<file path="src/rtl/inst_prefetch_queue.sv">
`default_nettype none
// ============================================================================
// Module   : inst_prefetch_queue
// Summary  : Circular byte queue between fetch and decode. Pushes one byte per
//            cycle, retires up to MAX_POP bytes per cycle, and supports
//            flushing on a taken branch.
// Revision : 1.0
// ============================================================================
module inst_prefetch_queue #(
   parameter int DATA_W   = 8,
   parameter int DEPTH    = 16,
   parameter int MAX_POP  = 3,
   parameter int LOW_MARK = 3
) (
   input  logic                         queue_clk,
   input  logic                         queue_reset,
   input  logic                         queue_flush,
   input  logic [DATA_W-1:0]            queue_in,
   input  logic                         queue_push,
   output logic                         queue_full,
   output logic [MAX_POP*DATA_W-1:0]    queue_out,
   output logic [$clog2(DEPTH+1)-1:0]   queue_avail,
   input  logic                         queue_pop,
   input  logic [1:0]                   queue_pop_len,
   output logic                         queue_low,
   output logic                         queue_err
);

   localparam int PTR_W = $clog2(DEPTH);
   localparam int CNT_W = $clog2(DEPTH+1);
   localparam int EXT_W = CNT_W + 1;

   logic [DATA_W-1:0] storage [DEPTH];
   logic [PTR_W-1:0]  rd_ptr;
   logic [PTR_W-1:0]  wr_ptr;
   logic [CNT_W-1:0]  count;
   logic              err_q;

   logic              push_acc;
   logic              pop_len_ok;
   logic              pop_acc;
   logic              err_next;
   logic [EXT_W-1:0]  count_next;

   // Status flags depend only on the registered count.
   assign queue_full  = (count == CNT_W'(DEPTH));
   assign queue_avail = count;
   assign queue_low   = (count < CNT_W'(LOW_MARK));
   assign queue_err   = err_q;

   always_comb begin
      push_acc   = queue_push & ~queue_full;
      pop_len_ok = (queue_pop_len != 2'd0) &&
                   (queue_pop_len <= 2'(MAX_POP)) &&
                   (CNT_W'(queue_pop_len) <= count);
      pop_acc    = queue_pop & pop_len_ok;
      err_next   = (queue_push & queue_full) | (queue_pop & ~pop_len_ok);
      count_next = EXT_W'(count) + EXT_W'(push_acc)
                   - (pop_acc ? EXT_W'(queue_pop_len) : EXT_W'(0));
   end

   always_ff @(posedge queue_clk) begin
      if (queue_reset) begin
         rd_ptr <= '0;
         wr_ptr <= '0;
         count  <= '0;
         err_q  <= 1'b0;
      end else if (queue_flush) begin
         rd_ptr <= '0;
         wr_ptr <= '0;
         count  <= '0;
         err_q  <= 1'b0;
      end else begin
         if (push_acc) begin
            wr_ptr <= wr_ptr + PTR_W'(1);
         end
         if (pop_acc) begin
            rd_ptr <= rd_ptr + PTR_W'(queue_pop_len);
         end
         count <= CNT_W'(count_next);
         err_q <= err_next;
      end
   end

   // Storage is never cleared; stale bytes are masked out of the window by count.
   always_ff @(posedge queue_clk) begin
      if (!queue_reset && !queue_flush && push_acc) begin
         storage[wr_ptr] <= queue_in;
      end
   end

   for (genvar i = 0; i < MAX_POP; i++) begin : g_window
      localparam logic [PTR_W-1:0] OFFSET = PTR_W'(i);
      logic [PTR_W-1:0] slot;
      assign slot = rd_ptr + OFFSET;
      assign queue_out[i*DATA_W +: DATA_W] = (count > CNT_W'(i)) ? storage[slot] : '0;
   end

endmodule
`default_nettype wire

</file>
<file path="config.mk">
export PLATFORM = sky130hd
export DESIGN_NAME = inst_prefetch_queue
export DESIGN_NICKNAME = d
export VERILOG_FILES = /design/src/rtl/inst_prefetch_queue.sv
export SDC_FILE = /design/constraint.sdc
export NUM_CORES = 1
export LEC_CHECK = 0
export CORE_MARGIN = 1.5
export CORE_UTILIZATION = 45
export DETAILED_ROUTE_END_ITERATION = 6
export PLACE_DENSITY = 0.67
export SYNTH_ARGS = -nofsm -noshare
export SYNTH_HDL_FRONTEND = slang
export SYNTH_SLANG_ARGS = --single-unit
</file>
<file path="constraint.sdc">
create_clock -name queue_clk -period 3.5 [get_ports queue_clk]
set_input_delay 1.05 -clock queue_clk [delete_from_list [all_inputs] [get_ports queue_clk]]
set_output_delay 1.05 -clock queue_clk [all_outputs]
set_load 0.05 [all_outputs]
</file>
# Word-level counts from Yosys, hierarchy flattened
# Memory sizes are Yosys's and may differ from the RTL's. A register that Yosys moved wholly into a read port is not among the register bits.
# Cells that the tools add are included.
# word_totals
reg_bits	14
ram_bits	128
inputBits	15
out_inout_bits	32
elab_cells	41
memories	1
# memory_table
name	depth	width	read_ports	rd_clocked_by_memory_dff	write_ports	line_no	source
storage	16	8	3	1	1	33	logic [DATA_W-1:0] storage [DEPTH];
# op_classes
addsub	6
magnitude_cmp	6
n_eq_ne	1
mux	8
bitwise	7
n_reduce_logical	8
# op_table
operator	n
two-way mux 8 bit	3
greater-than comparator 5 x 1 -> 1 bit (second input constant)	2
adder 4 x 1 -> 4 bit (second input constant)	2
two-way mux 4 bit	2
adder 5 x 1 -> 5 bit	1
equality test 5 bit (second input constant)	1
greater-than comparator 5 x 2 -> 1 bit (second input constant)	1
<= comparator 2 x 5 -> 1 bit	1
< comparator 5 x 2 -> 1 bit (second input constant)	1
subtractor 5 x 2 -> 5 bit	1
adder 4 x 2 -> 4 bit	1
adder 4 x 2 -> 4 bit (second input constant)	1
AND 1 bit	4
logical AND 1 bit	4
<= comparator 2 bit (second input constant)	1
logical NOT 1 bit	2
two-way mux 1 bit	2
two-way mux 2 bit	1
NOT 1 bit	2
nonzero test 2 bit	1
OR reduction 2 bit	1
bitwise OR 1 bit	1

# Logic depth before layout (Yosys ltp)
# depth
depth_word	6
depth_mapped	15
depth_no_buf	14

# Worst setup path before layout
# No wires, ideal clock.
# synth_path
path_type	flip-flop to output port
start	reg count[2], in the netlist queue_avail[2]
end	out queue_out[16]
arrival_time_ns	2.454
t_required_ns	2.450
slack_ns	-0.004
stages_incl_launch_ff	8
path_buffers	1
cell_sequence	dfxtp_1 > inv_1 > ha_1 > nor2b_1 > a2bb2oi_1 > nand2b_1 > buf_1 > o22ai_1
# synth_via
elab_chain_cells	2
# synth_rtl
item	line_no	source
start, declared	36	logic [CNT_W-1:0] count;
start signal, assigned	80	count <= CNT_W'(count_next);
greater-than comparator 5 x 2 -> 1 bit	96	assign queue_out[i*DATA_W +: DATA_W] = (count > CNT_W'(i)) ? storage[slot] : '0;
two-way mux 8 bit	96	
end, declared	21	output logic [MAX_POP*DATA_W-1:0] queue_out,
# Every way passes these cells.

# Worst setup path in the final report
# layout_path
start	reg rd_ptr[0]
end	out queue_out[15]
# layout_via
elab_chain_cells	3
# layout_rtl
item	line_no	source
start, declared	34	logic [PTR_W-1:0] rd_ptr;
start signal, assigned	78	rd_ptr <= rd_ptr + PTR_W'(queue_pop_len);
adder 4 x 1 -> 4 bit	95	assign slot = rd_ptr + OFFSET;
memory read (16 x 8 bit)	--	
two-way mux 8 bit	96	
# Every way passes these cells.

==> flow_summary_export.csv <==
group,metric,value,unit
status,outcome,"finished, violations left",
status,violations,"setup timing",
yosys,netlist_instances,483,
timing,holdWs,0.524,ns
yosys,ys_ff_latch,146,
min_path,holdPathEnd,"wr_ptr[1]$_SDFFE_PP0P_",
routing,drt_first_pass_iters,4,
floorplanning,die_y,137,µm
finish,drive_gt1_frac,0.430,
floorplanning,ios,47,
global_route,gr-total-overflow,0,
routing,detail-route-antenna-nets,0,
worst_setup_path,worstSetupEndpointType,"primary output",
finish,ff_latch_area,4210,µm²
run,max-cap-violations,0,
floorplanning,core,17400,µm²
routing,drt-total-wl,22400,µm
clock_tree,htree_levels,4,
routing,viasPerCell,6.54,
global_route,grt.total_usage,0.254,
worst_setup_path,reg2reg_from,"queue_avail[1]$_SDFF_PP0_",
clock_tree,cts_hold_buffers,0,
timing,finalSetupTns,-0.0122,ns
yosys,ys_types,40,
global_route,antenna_found_initial,0,
placement,gp_congestion,0.835,
worst_setup_path,critPathKind,"reg -> out",
clock_tree,cts-buffers-inserted,17,
placement,hpwlAfterDp,14000,µm
clock_tree,clk_latency,0.43,ns
min_path,min_from,"wr_ptr[1]$_SDFFE_PP0P_",
placement,dp_slack,-0.507,ns
floorplanning,num_rows,48,
routing,drtIter0Drc,554,
global_route,grt_max_degree,36,
placement,portBuffers,46,
timing,relSlewSlack,0.609,
worst_setup_path,arrival,2.46,ns
clock_tree,root_buffer,"clkbuf_16",
floorplanning,fp.dieW,137,µm
worst_setup_path,r2r_end,"queue_avail[4]$_SDFF_PP0_",
timing,max_freq,285,MHz
worst_setup_path,cp_cell_sequence,"ha_4 -> buf_12 -> mux4_2 -> mux2_2 -> a22o_4 -> buf_8",
yosys,syn_area_per_cell,16.8,µm²
floorplanning,die_area,18800,µm²
worst_setup_path,worst-r2r-cell-count,14,
global_route,grt_pass1_wl,33000,µm
timing,min_period_over_period,1.00,
global_route,grt_pass1_vias,5302,
timing,worst_pin_slew,0.585,ns
worst_setup_path,r2r_slack,0.48,ns
yosys,syn_area,8090,µm²
min_path,min_delay_path_depth,2,
clock_tree,cts.sinks,146,
clock_tree,clk_path_buf_depth,2,
clock_tree,clk_pin_slew,0.06,ns
pwr,pwr_density_cell,561,nW/µm²
timing,setup-violations-final,1,
timing,skew,0.00738,ns
min_path,hold_path.class,"reg -> reg",
finish,syn2layout_area_growth,26.4,%
finish,final_nets,603,
timing,setup_ws,-0.0122,ns
finish,fillCellCount,1263,
worst_setup_path,crit_slowest_cell,"mux4_2",
yosys,yosys_warnings,0,
worst_setup_path,required,2.45,ns
finish,antennaDiodeCount,0,
worst_setup_path,cpPeakStageDelay,0.48,ns
routing,wire_per_inst,27.8,µm
timing,fin_crit,3.51,ns
timing,hold_viol,0,
clock_tree,cts_tree,"done",
yosys,ys_seq_area_frac,0.520,
pwr,ir_drop,382,µV
floorplanning,floorplan.initialDensity,0.465,
routing,drc,0,
timing,drv_slew,0,
pwr,p_leak,3.29,nW
worst_setup_path,start_kind,"register",
timing,rsz0062_at_grt,"yes",
worst_setup_path,worstPathMaxFanout,4,
routing,num_vias,5275,
yosys,syn_nets,518,
finish,multiInputGateArea,3840,µm²
-- worst max-delay path by stage --
stage / startpoint / end / slack (ns)
after floorplan: queue_avail[2]$_SDFF_PP0_ / queue_out[16] / -0.004
after global placement: queue_pop_len[1] / queue_avail[4]$_SDFF_PP0_ / -0.39
after detailed placement: queue_pop_len[0] / queue_avail[4]$_SDFF_PP0_ / -0.51
after CTS: queue_avail[2]$_SDFF_PP0_ / queue_out[7] / -0.05
after global routing: rd_ptr[0]$_SDFFE_PP0N_ / queue_out[15] / -0.05
final: rd_ptr[0]$_SDFFE_PP0N_ / queue_out[15] / -0.01
-- synthesized netlist by cell type (all sizes together) --
library cell	instances	area, µm²
edfxtp	128	3840
mux4	96	2160
mux2i	33	330
nor2	27	101
buf	24	151
dfxtp	18	360
ha	18	225
inv	18	67.6
mux2	16	180
o22ai	16	100
nand2	14	52.6
a21oi	12	60.1
a22o	8	70.1
clkbuf	8	30.0
nor2b	5	31.3
o21ai	5	25.0
nand2b	4	25.0
nand3	4	20.0
xor2	4	35.0
or3	3	18.8
xnor2	3	26.3
and2	2	12.5
fa	2	40.0
nand3b	2	15.0
a211oi	1	7.51
a2bb2oi	1	8.76
and3	1	6.26
nand4b	1	8.76
nand4bb	1	11.3
nor3	1	5.00
nor4b	1	8.76
o2111a	1	11.3
o2111ai	1	8.76
o31ai	1	7.51
or2	1	6.26
or3b	1	8.76
or4	1	7.51
-- through the flow --
stage	total power, mW	utilization	instance area, µm²	std cells
2_1_floorplan	2.98	-	8090	483
4_1_cts	5.62	0.575	10000	798
6_report	5.74	0.587	10200	806
3_3_place_gp	3.62	0.525	9150	761
3_5_place_dp	3.64	0.525	9150	761
5_1_grt	5.91	0.587	10200	806
-- logic make-up after synthesis --
family | Yosys count | share of synthesized area
AND/OR/NAND/NOR | 69 | 0.0419
XOR/XNOR | 7 | 0.00758
buffers and inverters | 50 | 0.0308
multiplexers | 145 | 0.330
flip-flops | 146 | 0.520
AO/OA/AOI/OAI | 46 | 0.0370
adder cells (fa/ha/maj) | 20 | 0.0328
-- sequential cells by signal, indices dropped and copies added, names as in the netlist, named ones only --
register	count
storage	128
queue_avail	5
rd_ptr	4
wr_ptr	4
queue_err	1
-- cell usage in the layout (no fill, tap or decap), drive strengths merged, types with 2 or more instances in the layout --
cell type	synthesis	routed
xor2	4	4
fa	2	2
clkbuf	8	23
or3	3	3
inv	18	18
a22o	8	8
edfxtp	128	128
nor2	27	27
clkinv	0	5
nand2b	4	4
mux2	16	16
clkdlybuf4s50	0	22
a21oi	12	12
xnor2	3	3
nand3b	2	2
nor2b	5	5
and2	2	2
o21ai	5	5
dfxtp	18	18
bufinv	0	4
buf	24	74
o22ai	16	16
clkinvlp	0	2
mux2i	33	33
nand3	4	4
ha	18	18
nand2	14	14
mux4	96	96
-- routing by layer --
| layer | GRT usage | share of wire | up-vias |
|---|---|---|---|
| li1 | - | - | 2180 |
| met1 | 0.335 | 0.39 | 2735 |
| met4 | 0.101 | 0.023 | 0 |
| met2 | 0.402 | 0.50 | 317 |
| met5 | 0 | 0 | - |
| met3 | 0.0674 | 0.087 | 43 |
-- critical path: cells and delay by family, from the launching register on --
kind,cells,cell delay (ns)
compound gates,1,0.27
fa+ha+maj,1,0.32
buf+inv,2,0.28
mux,2,0.76
flops,1,0.39
-- repair_timing --
action | 4_1_cts | 5_1_grt
gates cloned | 3 | 2
pin swaps | 3 | 11
setup endpoints to repair | 20 | 27
setup buffers | 2 | 6
gates resized for setup | 23 | 31
-- cell type report --
cell class              count  share of cell area
clock inverters            11              0.0158
flip-flops and latches    146               0.412
inverters                  18             0.00661
multi-input cells         287               0.376
well taps                 225              0.0275
clock buffers              21              0.0450
repair buffers             98               0.118
-- power breakdown --
group / switching, mW / internal [mW]
registers: 0.0307 / 1.92
logic: 1.09 / 0.808
clock network: 0.675 / 1.22
total: 1.79 / 3.95
Note: power is estimated with default switching activity, not from simulation.
